<file path="config.mk">
export PLATFORM = sky130hd
export DESIGN_NAME = midi_voice_allocator
export DESIGN_NICKNAME = d
export VERILOG_FILES = /design/src/rtl/midi_voice_allocator_pkg.sv /design/src/rtl/midi_byte_parser.sv /design/src/rtl/midi_voice_allocator.sv
export SDC_FILE = /design/constraint.sdc
export NUM_CORES = 1
export LEC_CHECK = 0
export CAP_MARGIN = 30
export CORE_ASPECT_RATIO = 0.7
export CORE_MARGIN = 1
export CORE_UTILIZATION = 45
export DETAILED_ROUTE_END_ITERATION = 8
export GPL_ROUTABILITY_DRIVEN = 0
export MAX_ROUTING_LAYER = met4
export PLACE_DENSITY = 0.78
export SLEW_MARGIN = 20
export SYNTH_ARGS = -nofsm -noshare
export SYNTH_HDL_FRONTEND = slang
export SYNTH_SLANG_ARGS = --single-unit
</file>
<file path="constraint.sdc">
create_clock -name clk -period 13.3 [get_ports clk]
set_input_delay 2.66 -clock clk [delete_from_list [all_inputs] [get_ports clk]]
set_output_delay 2.66 -clock clk [all_outputs]
set_load 0.005 [all_outputs]
</file>
<file path="src/rtl/midi_voice_allocator_pkg.sv">
// Shared MIDI constants, parser state encoding and the parser-to-allocator
// event payload for midi_voice_allocator.
package midi_voice_allocator_pkg;

  localparam int unsigned MIDI_DATA_W = 7;

  // Status nibbles (upper four bits of a status byte)
  localparam logic [3:0] NOTE_OFF   = 4'h8;
  localparam logic [3:0] NOTE_ON    = 4'h9;
  localparam logic [3:0] CTRL       = 4'hB;
  localparam logic [3:0] PROG_CHG   = 4'hC;
  localparam logic [3:0] CHAN_PRESS = 4'hD;

  localparam logic [MIDI_DATA_W-1:0] ALL_NOTES_OFF = 7'd123;

  typedef enum logic [2:0] {
    PS_IDLE  = 3'd0,
    PS_D1    = 3'd1,
    PS_D2    = 3'd2,
    PS_SKIP1 = 3'd3,
    PS_SKIP2 = 3'd4
  } parse_state_e;

  // Completed-message event, valid in the cycle its last byte is accepted
  typedef struct packed {
    logic                   on;
    logic                   off;
    logic                   alloff;
    logic [MIDI_DATA_W-1:0] note;
    logic [MIDI_DATA_W-1:0] vel;
  } midi_event_t;

endpackage

</file>
<file path="src/rtl/midi_byte_parser.sv">
// MIDI byte-stream parser with running status.
// Ports:
//   clk, rst_n   clock, synchronous active-low reset
//   midi_data    incoming MIDI byte
//   midi_valid   midi_data valid this cycle
//   ev_c         combinational event (on/off/all-notes-off + note/velocity),
//                asserted in the cycle the final byte of a message is accepted
module midi_byte_parser
  import midi_voice_allocator_pkg::*;
#(
  parameter bit          OMNI    = 1'b1,
  parameter int unsigned CHANNEL = 0
) (
  input  logic        clk,
  input  logic        rst_n,
  input  logic [7:0]  midi_data,
  input  logic        midi_valid,
  output midi_event_t ev_c
);

  parse_state_e           state_q, state_d, eff_state;
  logic [7:0]             run_status_q, run_status_d;
  logic                   run_valid_q, run_valid_d;
  logic [MIDI_DATA_W-1:0] d1_q, d1_d;

  // Status types this block acts on, filtered by channel
  function automatic logic status_accepted(input logic [7:0] status);
    logic chan_ok;
    chan_ok = OMNI || (status[3:0] == 4'(CHANNEL));
    return chan_ok && ((status[7:4] == NOTE_OFF) || (status[7:4] == NOTE_ON) ||
                       (status[7:4] == CTRL));
  endfunction

  // Next-state, running status and event decode
  always_comb begin
    state_d      = state_q;
    run_status_d = run_status_q;
    run_valid_d  = run_valid_q;
    d1_d         = d1_q;
    ev_c         = '0;
    ev_c.note    = d1_q;
    ev_c.vel     = midi_data[MIDI_DATA_W-1:0];

    // A data byte in IDLE under running status behaves like the first data byte
    eff_state = state_q;
    if (state_q == PS_IDLE && run_valid_q) begin
      eff_state = status_accepted(run_status_q) ? PS_D1 : PS_SKIP1;
    end

    if (midi_valid && midi_data[7]) begin
      if (midi_data[7:4] == 4'hF) begin
        // 0xF0-0xF7 cancel running status; realtime 0xF8-0xFF leaves everything untouched
        if (!midi_data[3]) begin
          run_valid_d = 1'b0;
          state_d     = PS_IDLE;
        end
      end else begin
        run_status_d = midi_data;
        run_valid_d  = 1'b1;
        state_d      = status_accepted(midi_data) ? PS_D1 : PS_SKIP1;
      end
    end else if (midi_valid) begin
      case (eff_state)
        PS_D1: begin
          d1_d    = midi_data[MIDI_DATA_W-1:0];
          state_d = PS_D2;
        end
        PS_D2: begin
          state_d = PS_D1;
          case (run_status_q[7:4])
            NOTE_ON: begin
              if (midi_data[MIDI_DATA_W-1:0] != '0) ev_c.on = 1'b1;
              else                                 ev_c.off = 1'b1;
            end
            NOTE_OFF: ev_c.off    = 1'b1;
            CTRL:     ev_c.alloff = (d1_q == ALL_NOTES_OFF);
            default: ;
          endcase
        end
        PS_SKIP1: begin
          // Program change / channel pressure carry a single data byte
          if ((run_status_q[7:4] == PROG_CHG) || (run_status_q[7:4] == CHAN_PRESS)) begin
            state_d = PS_SKIP1;
          end else begin
            state_d = PS_SKIP2;
          end
        end
        PS_SKIP2: state_d = PS_SKIP1;
        default: ;
      endcase
    end
  end

  always_ff @(posedge clk) begin
    if (!rst_n) begin
      state_q      <= PS_IDLE;
      run_status_q <= '0;
      run_valid_q  <= 1'b0;
      d1_q         <= '0;
    end else begin
      state_q      <= state_d;
      run_status_q <= run_status_d;
      run_valid_q  <= run_valid_d;
      d1_q         <= d1_d;
    end
  end

endmodule

</file>
<file path="src/rtl/midi_voice_allocator.sv">
// Polyphonic voice allocator: parses MIDI bytes and maps Note On/Off onto
// NUM_VOICES voices (retrigger same note, else lowest free, else steal oldest).
// Ports:
//   clk, rst_n         clock, synchronous active-low reset
//   midi_data/valid    MIDI byte stream, one byte per valid cycle
//   voice_gate         per-voice gate
//   voice_note         per-voice note, bits [7i+6:7i]
//   voice_velocity     per-voice velocity, bits [7i+6:7i]
//   voice_update       one-cycle pulse when a voice's registers change
//   voice_update_idx   index of the changed voice, valid with voice_update
module midi_voice_allocator
  import midi_voice_allocator_pkg::*;
#(
  parameter int unsigned NUM_VOICES = 4,
  parameter int unsigned AGE_BITS   = 4,
  parameter bit          OMNI       = 1'b1,
  parameter int unsigned CHANNEL    = 0
) (
  input  logic                          clk,
  input  logic                          rst_n,
  input  logic [7:0]                    midi_data,
  input  logic                          midi_valid,
  output logic [NUM_VOICES-1:0]         voice_gate,
  output logic [7*NUM_VOICES-1:0]       voice_note,
  output logic [7*NUM_VOICES-1:0]       voice_velocity,
  output logic                          voice_update,
  output logic [$clog2(NUM_VOICES)-1:0] voice_update_idx
);

  localparam int unsigned IDX_W = $clog2(NUM_VOICES);
  localparam logic [AGE_BITS-1:0] AGE_MAX = '1;

  midi_event_t ev_c;

  logic [NUM_VOICES-1:0]  gate_q, gate_d;
  logic [MIDI_DATA_W-1:0] note_q [NUM_VOICES];
  logic [MIDI_DATA_W-1:0] note_d [NUM_VOICES];
  logic [MIDI_DATA_W-1:0] vel_q  [NUM_VOICES];
  logic [MIDI_DATA_W-1:0] vel_d  [NUM_VOICES];
  logic [AGE_BITS-1:0]    age_q  [NUM_VOICES];
  logic [AGE_BITS-1:0]    age_d  [NUM_VOICES];
  logic                   update_q, update_d;
  logic [IDX_W-1:0]       update_idx_q, update_idx_d;

  logic                   hit, free, off_hit;
  logic [IDX_W-1:0]       hit_idx, free_idx, old_idx, sel_idx, off_idx;
  logic [AGE_BITS-1:0]    old_age;

  midi_byte_parser #(
    .OMNI    (OMNI),
    .CHANNEL (CHANNEL)
  ) u_parser (
    .clk        (clk),
    .rst_n      (rst_n),
    .midi_data  (midi_data),
    .midi_valid (midi_valid),
    .ev_c       (ev_c)
  );

  // Voice selection and register update for the current event
  always_comb begin
    gate_d       = gate_q;
    note_d       = note_q;
    vel_d        = vel_q;
    age_d        = age_q;
    update_d     = 1'b0;
    update_idx_d = update_idx_q;
    hit          = 1'b0;
    hit_idx      = '0;
    free         = 1'b0;
    free_idx     = '0;
    old_idx      = '0;
    old_age      = '0;
    off_hit      = 1'b0;
    off_idx      = '0;

    // Candidates: lowest gated same-note, lowest free, oldest (strict > keeps lowest on ties)
    for (int i = 0; i < int'(NUM_VOICES); i++) begin
      if (!hit && gate_q[i] && (note_q[i] == ev_c.note)) begin
        hit     = 1'b1;
        hit_idx = IDX_W'(i);
      end
      if (!free && !gate_q[i]) begin
        free     = 1'b1;
        free_idx = IDX_W'(i);
      end
      if (age_q[i] > old_age) begin
        old_age = age_q[i];
        old_idx = IDX_W'(i);
      end
    end
    sel_idx = hit ? hit_idx : (free ? free_idx : old_idx);

    if (ev_c.alloff) begin
      gate_d = '0;
    end else if (ev_c.on) begin
      for (int i = 0; i < int'(NUM_VOICES); i++) begin
        if (IDX_W'(i) == sel_idx) begin
          gate_d[i] = 1'b1;
          note_d[i] = ev_c.note;
          vel_d[i]  = ev_c.vel;
          age_d[i]  = '0;
        end else if (gate_q[i] && (age_q[i] != AGE_MAX)) begin
          age_d[i] = age_q[i] + AGE_BITS'(1);
        end
      end
      update_d     = 1'b1;
      update_idx_d = sel_idx;
    end else if (ev_c.off) begin
      // Note and velocity are held so the release phase keeps its pitch
      for (int i = 0; i < int'(NUM_VOICES); i++) begin
        if (gate_q[i] && (note_q[i] == ev_c.note)) begin
          gate_d[i] = 1'b0;
          if (!off_hit) begin
            off_hit = 1'b1;
            off_idx = IDX_W'(i);
          end
        end
      end
      if (off_hit) begin
        update_d     = 1'b1;
        update_idx_d = off_idx;
      end
    end
  end

  always_ff @(posedge clk) begin
    if (!rst_n) begin
      gate_q       <= '0;
      update_q     <= 1'b0;
      update_idx_q <= '0;
      for (int i = 0; i < int'(NUM_VOICES); i++) begin
        note_q[i] <= '0;
        vel_q[i]  <= '0;
        age_q[i]  <= '0;
      end
    end else begin
      gate_q       <= gate_d;
      update_q     <= update_d;
      update_idx_q <= update_idx_d;
      for (int i = 0; i < int'(NUM_VOICES); i++) begin
        note_q[i] <= note_d[i];
        vel_q[i]  <= vel_d[i];
        age_q[i]  <= age_d[i];
      end
    end
  end

  // Flatten per-voice registers onto the packed output buses
  always_comb begin
    voice_note     = '0;
    voice_velocity = '0;
    for (int i = 0; i < int'(NUM_VOICES); i++) begin
      voice_note[7*i +: 7]     = note_q[i];
      voice_velocity[7*i +: 7] = vel_q[i];
    end
  end

  assign voice_gate       = gate_q;
  assign voice_update     = update_q;
  assign voice_update_idx = update_idx_q;

endmodule

</file>
Yosys cells after proc, flatten, opt, wreduce, memory -nomap -nowiden

Index checks and enable logic that the tools add are counted.

Register bits: 98
Bits in latches: 0
RAM bits: 0
ROM bits: 0
Bits of input ports: 11
Output and inout bits: 63
Word-level logic and storage cells: 216
Memories kept: 0

Add/subtract/negate cells: 4
Multipliers: 0
Div/mod/pow operators: 0
$lt $le $gt $ge: 4
Eq/ne operators: 31
Shift operators: 0
Mux-type cells: 86
Bitwise operators: 4
Reductions and logical operators: 65

Operators by type and width:

| operator                                                      | count |
|---|---|
| 2-to-1 mux 4 bit                                              | 13 |
| 2-to-1 mux 1 bit                                              | 45 |
| AND reduction 3 bit                                           | 15 |
| == test 4 bit, second input constant                          | 9 |
| 2-to-1 mux 2 bit                                              | 17 |
| == test 7 bit                                                 | 4 |
| 2-to-1 mux 3 bit                                              | 9 |
| nonzero test 2 bit                                            | 11 |
| logical AND 1 bit                                             | 19 |
| adder 4 x 1 -> 4 bit, second input constant                   | 4 |
| != test 4 bit, second input constant                          | 4 |
| greater-than comparator 4 bit                                 | 3 |
| one-hot mux 3 bit (4 select lines)                            | 1 |
| logical NOT 1 bit                                             | 8 |
| != test 2 x 1 -> 1 bit, second input constant                 | 4 |
| == test 7 bit, second input constant                          | 1 |
| nonzero test 7 bit                                            | 1 |
| == test 3 x 2 -> 1 bit, second input constant                 | 2 |
| logical OR 1 bit                                              | 5 |
| nonzero test 5 bit                                            | 1 |
| == test 2 bit, first input constant                           | 2 |
| greater-than comparator 4 x 1 -> 1 bit, second input constant | 1 |
| inverter 1 bit                                                | 4 |
| AND reduction 2 bit                                           | 2 |
| other kinds (9)                                               | 9 |

Longest topological paths before layout

Depth in word-level cells: 27
Gate-level depth with buffers: 26

Hierarchy

Synthesis repeated with hierarchy kept, for this count alone.

Cell total of the unflattened synthesis: 560
Area, all modules: 4,921.0 um^2

Modules (own cells, without submodules):

| module               | instances | cells each | area an instance (um^2) | seq. area each (um^2) |
|---|---|---|---|---|
| midi_voice_allocator | 1         | 449        | 4,036.4                 | 1,581.5 |
| midi_byte_parser     | 1         | 111        | 884.6                   | 300.3 |

Worst setup path after synthesis

Ideal clock, no wire load.

Path kind: register to register
From: register age_q[12] in the netlist's numbering
To: register note_q (netlist bit voice_note[2])
Library setup time: 0.072 ns
Arrival time: 4.908 ns
Data required time: 13.228 ns
Path slack: 8.320 ns
Cell stages (with the launch flop): 24
Path buffers: 1
Cells stage by stage: dfxtp_1 -> inv_1 -> ha_1 -> and3_1 -> nor2_1 -> ha_1 -> and4_1 -> a21oi_1 -> nor3_1 -> a21oi_1 -> ha_1 -> nor2b_1 -> o21ai_0 -> a32o_1 -> o21ai_0 -> ha_1 -> and3b_1 -> a2111oi_2 -> o211ai_2 -> a22o_1 -> o221a_4 -> nor3_4 -> buf_8 -> mux2i_1

Cells in the longest elaborated chain, start to end: 12

Ends and longest elaborated chain:

| item                                     | line                        | source |
|---|---|---|
| start: declaration                       | midi_voice_allocator.sv:40  | `logic [AGE_BITS-1:0] age_q [NUM_VOICES];` |
| start signal: indexed assignment         | midi_voice_allocator.sv:144 | `age_q[i] <= age_d[i];` |
| greater-than comparator 4 x 1 -> 1 bit   | midi_voice_allocator.sv:87  | `if (age_q[i] > old_age) begin` |
| 2-to-1 mux 4 bit (*)                     | midi_voice_allocator.sv:87  |  |
| greater-than comparator 4 bit            | midi_voice_allocator.sv:87  |  |
| 2-to-1 mux 4 bit                         | midi_voice_allocator.sv:87  |  |
| greater-than comparator 4 bit            | midi_voice_allocator.sv:87  |  |
| 2-to-1 mux 4 bit                         | midi_voice_allocator.sv:87  |  |
| greater-than comparator 4 bit            | midi_voice_allocator.sv:87  |  |
| 2-to-1 mux 2 bit (*)                     | midi_voice_allocator.sv:87  |  |
| 2-to-1 mux 2 bit (*) (2 in a row)        | midi_voice_allocator.sv:92  | `sel_idx = hit ? hit_idx : (free ? free_idx : old_idx);` |
| logical NOT 2 bit (*)                    | midi_voice_allocator.sv:98  | `if (IDX_W'(i) == sel_idx) begin` |
| AND reduction 3 bit (no source line) (*) | --                          |  |
| end signal: indexed assignment           | midi_voice_allocator.sv:142 | `note_q[i] <= note_d[i];` |
| end: declaration                         | midi_voice_allocator.sv:36  | `logic [MIDI_DATA_W-1:0] note_q [NUM_VOICES];` |

Mark *: on every way between the ends. The rest lies on a longest branch, timed or not.
A chain may end at the register's enable or synchronous reset.

Worst setup path after layout

From: register age_q[12] in the netlist's numbering
To: register note_q (netlist bit voice_note[6])

Same word-level chain as after synthesis.

==> flow_metrics.py <==
metrics = {
    "global_route": {
        "grt_max_degree": 93,
        "grt_overflow_total": 0,
        "grt_pass1_vias": 4002,
        "grt_pass1_wl_microns": 20400,
        "antenna_found_initial": 0,
        "grt_usage": 0.240,
    },
    "sta": {
        "drv_slew": 0,
        "finClkSkew_ps": 8.77,
        "setup_violations": 0,
        "worst_pin_slew_ps": 910,
        "fmax_mhz": 168,
        "setup_tns_ps": 0,
        "min_period_ps": 5960,
        "rsz0062_at_grt": "no",
        "fin_crit_sh": 0.448,
        "slew_headroom": 0.393,
        "holdWs_ps": 456,
        "hold_violations": 0,
    },
    "final_layout": {
        "final_core_util": 0.569,
        "drive_gt1_frac": 0.0719,
        "finalNetCount": 621,
        "syn2layout_area_growth_pct": 21.6,
        "diodes": 0,
        "fillCellCount": 913,
    },
    "clock_network": {
        "htreeDepth": 3,
        "cts_tree": "done",
        "clock_path_buffers": 2,
        "cts_setup_buffers": 0,
        "ctsResizeCount": 0,
        "cts_inserted_buffers": 9,
        "worstSkewPairLatency_ps": 350,
        "clockRootBuffer": "clkbuf_16",
        "clock-sinks": 94,
        "cts_hold_buf": 0,
        "clkTransAtPathRegs_ps": 70,
    },
    "floorplan": {
        "die_y_microns": 89.3,
        "die_x_microns": 127,
        "fp-row-count": 31,
        "die_area_sq_um": 11300,
        "io_pins": 74,
        "start_util": 0.468,
        "core_sq_um": 10500,
    },
    "power_and_ir_drop": {
        "total_power_uw": 600,
        "vdd_drop_max_mv": 0.0774,
        "power.density_nw_per_um2": 101,
        "p_leak_uw": 0.00227,
    },
    "setup_path": {
        "crit_start": "age_q[12]$_SDFFE_PN0P_",
        "cpMaxStageDelayCell": "nor3_4",
        "r2r_slack_ps": 7340,
        "critPathMaxStageDelay_ps": 440,
        "cpLargestDelayFamily": "compound AO/OA/AOI/OAI gates",
        "reg2reg_from": "age_q[12]$_SDFFE_PN0P_",
        "cp-end-kind": "flop",
        "cp_max_fo": 10,
        "crit_chain": "inv_1, ha_1, and3_1, nor2_1, ha_1, and4_1, a21oi_1, nor3_1, a21oi_1, ha_1, nor2b_1, o21ai_0, a32o_1, o21ai_0, ha_1, and3b_1, a2111oi_2, o211ai_2, o211ai_1, a21oi_1, buf_2, nor3_4, buf_8, mux2i_1",
        "arrival_ps": 6230,
        "crit_path_start_kind": "flop",
        "worstSetupPathType": "flop to flop",
        "r2r-end": "voice_note[6]$_SDFFE_PN0P_",
        "critPathRequiredTime_ps": 13570,
        "crit_top_cell": "ha_1",
        "reg2reg_depth": 24,
        "critPathBufInv": 3,
    },
    "detailed_routing": {
        "drc": 0,
        "drtIter0Drc": 446,
        "wl_per_cell_microns": 17.8,
        "drt-total-wl_microns": 13000,
        "antenna_left": 0,
        "routed_via_density": 5.82,
        "dr.pass1.iters": 5,
        "vias": 4251,
    },
    "yosys": {
        "syn-cell-area_sq_um": 4900,
        "synthArstFlopShare": 0,
        "synth_top_area_cell": "dfxtp_1",
        "yosys-top-cells-area": "dfxtp_1, mux2i_1, nand2_1, xnor2_1, ha_1",
        "yosysSeqAreaShare": 0.384,
        "synth-edff-count": 0,
        "ys_seq_elements": 94,
        "synth_cell_type_count": 67,
        "synthCells": 533,
        "yosysMostFrequentCell": "dfxtp_1",
        "synth_ff_type": "dfxtp_1",
        "syn_area_per_cell_sq_um": 9.19,
        "netlist_top_cells_count": "dfxtp_1, nand2_1, mux2i_1, xnor2_1",
        "syn_nets": 561,
        "yosysWarnings": 0,
        "synth.top_cell.area_share": 0.384,
    },
    "status": {
        "status": "finished clean",
    },
    "hold_path": {
        "hold_depth": 2,
        "hold_class": "flop to flop",
        "holdCritStartpoint": "voice_velocity[14]$_SDFFE_PN0P_",
        "min_to": "voice_velocity[14]$_SDFFE_PN0P_",
    },
    "place": {
        "io_buffers": 73,
        "dp_hpwl_microns": 9160,
    },
    "run": {
        "max_cap_violations": 0,
    },
}
[through the flow]
stage                     cell area, sq um  instances  setup WS [ps]
after floorplan                       4900        533           8320
after CTS                             5900        726           7160
final                                 5960        730           7340
after global placement                5580        710           7490
after global routing                  5960        730           6870
after detailed placement              5580        710           7190
[worst max path at each step]
stage | to | slack [ps] | depth (start not counted)
after floorplan | voice_note[2]$_SDFFE_PN0P_ | 8320 | 23
after global placement | voice_velocity[0]$_SDFFE_PN0P_ | 7490 | 22
after detailed placement | voice_velocity[3]$_SDFFE_PN0P_ | 7190 | 22
after CTS | voice_velocity[3]$_SDFFE_PN0P_ | 7160 | 22
after global routing | voice_velocity[5]$_SDFFE_PN0P_ | 6870 | 24
final | voice_note[6]$_SDFFE_PN0P_ | 7340 | 24
[layout make-up]
class | count | area, sq um | share of cell area
Sequential cell | 94 | 1880 | 0.316
Tap cell | 132 | 165 | 0.0277
Clock buffer | 10 | 229 | 0.0384
Multi-Input combinational cell | 394 | 2740 | 0.459
Timing Repair Buffer | 79 | 796 | 0.134
Inverter | 15 | 56.3 | 0.00945
Clock inverter | 6 | 92.6 | 0.0155
[worst min-delay path, cell delays in order, from the launching register on]
cell and delay (ps):
dfxtp_1 310, nand2_1 50, mux2i_1 50
[placed cells by master (no fill, tap or decap), types with 17 or more instances in the layout]
cell type,count
nand4_1,17
a21oi_1,24
dfxtp_1,94
clkdlybuf4s50_1,72
nand2_1,88
xnor2_1,32
ha_1,17
mux2i_1,63
nor2_1,24
[per-layer routing]
metal	global-route usage	vias up	routed length (microns)
li1	-	2007	-
met1	0.314	2040	6080
met2	0.377	190	5850
met3	0.0551	14	923
met4	0.0628	0	123
met5	-	-	0
[where the power goes]
| part | switching, uW | internal [uW] |
|---|---|---|
| Sequential | 5.38 | 284 |
| Combinational | 18.1 | 11.6 |
| Clock | 115 | 166 |
| Total | 138 | 462 |
[registers in the layout, indices dropped and copies added (netlist names)]
signal                 count
voice_note                28
voice_velocity            28
age_q                     16
u_parser.d1_q              7
u_parser.run_status_q      4
voice_gate                 4
u_parser.state_q           3
voice_update_idx           2
u_parser.run_valid_q       1
voice_update               1
[cells by family (layout without fill, tap and decap cells)]
group | after synthesis | in the layout | share of synthesized area
AND/OR/NAND/NOR | 193 | 193 | 0.193
buffers and inverters | 45 | 110 | 0.0577
multiplexers | 64 | 64 | 0.131
flip-flops | 94 | 94 | 0.384
adder cells (fa/ha/maj) | 17 | 17 | 0.0434
XOR/XNOR | 34 | 34 | 0.0608
AO/OA/AOI/OAI | 86 | 86 | 0.130
No activity file was read; power rests on OpenSTA's default activity.
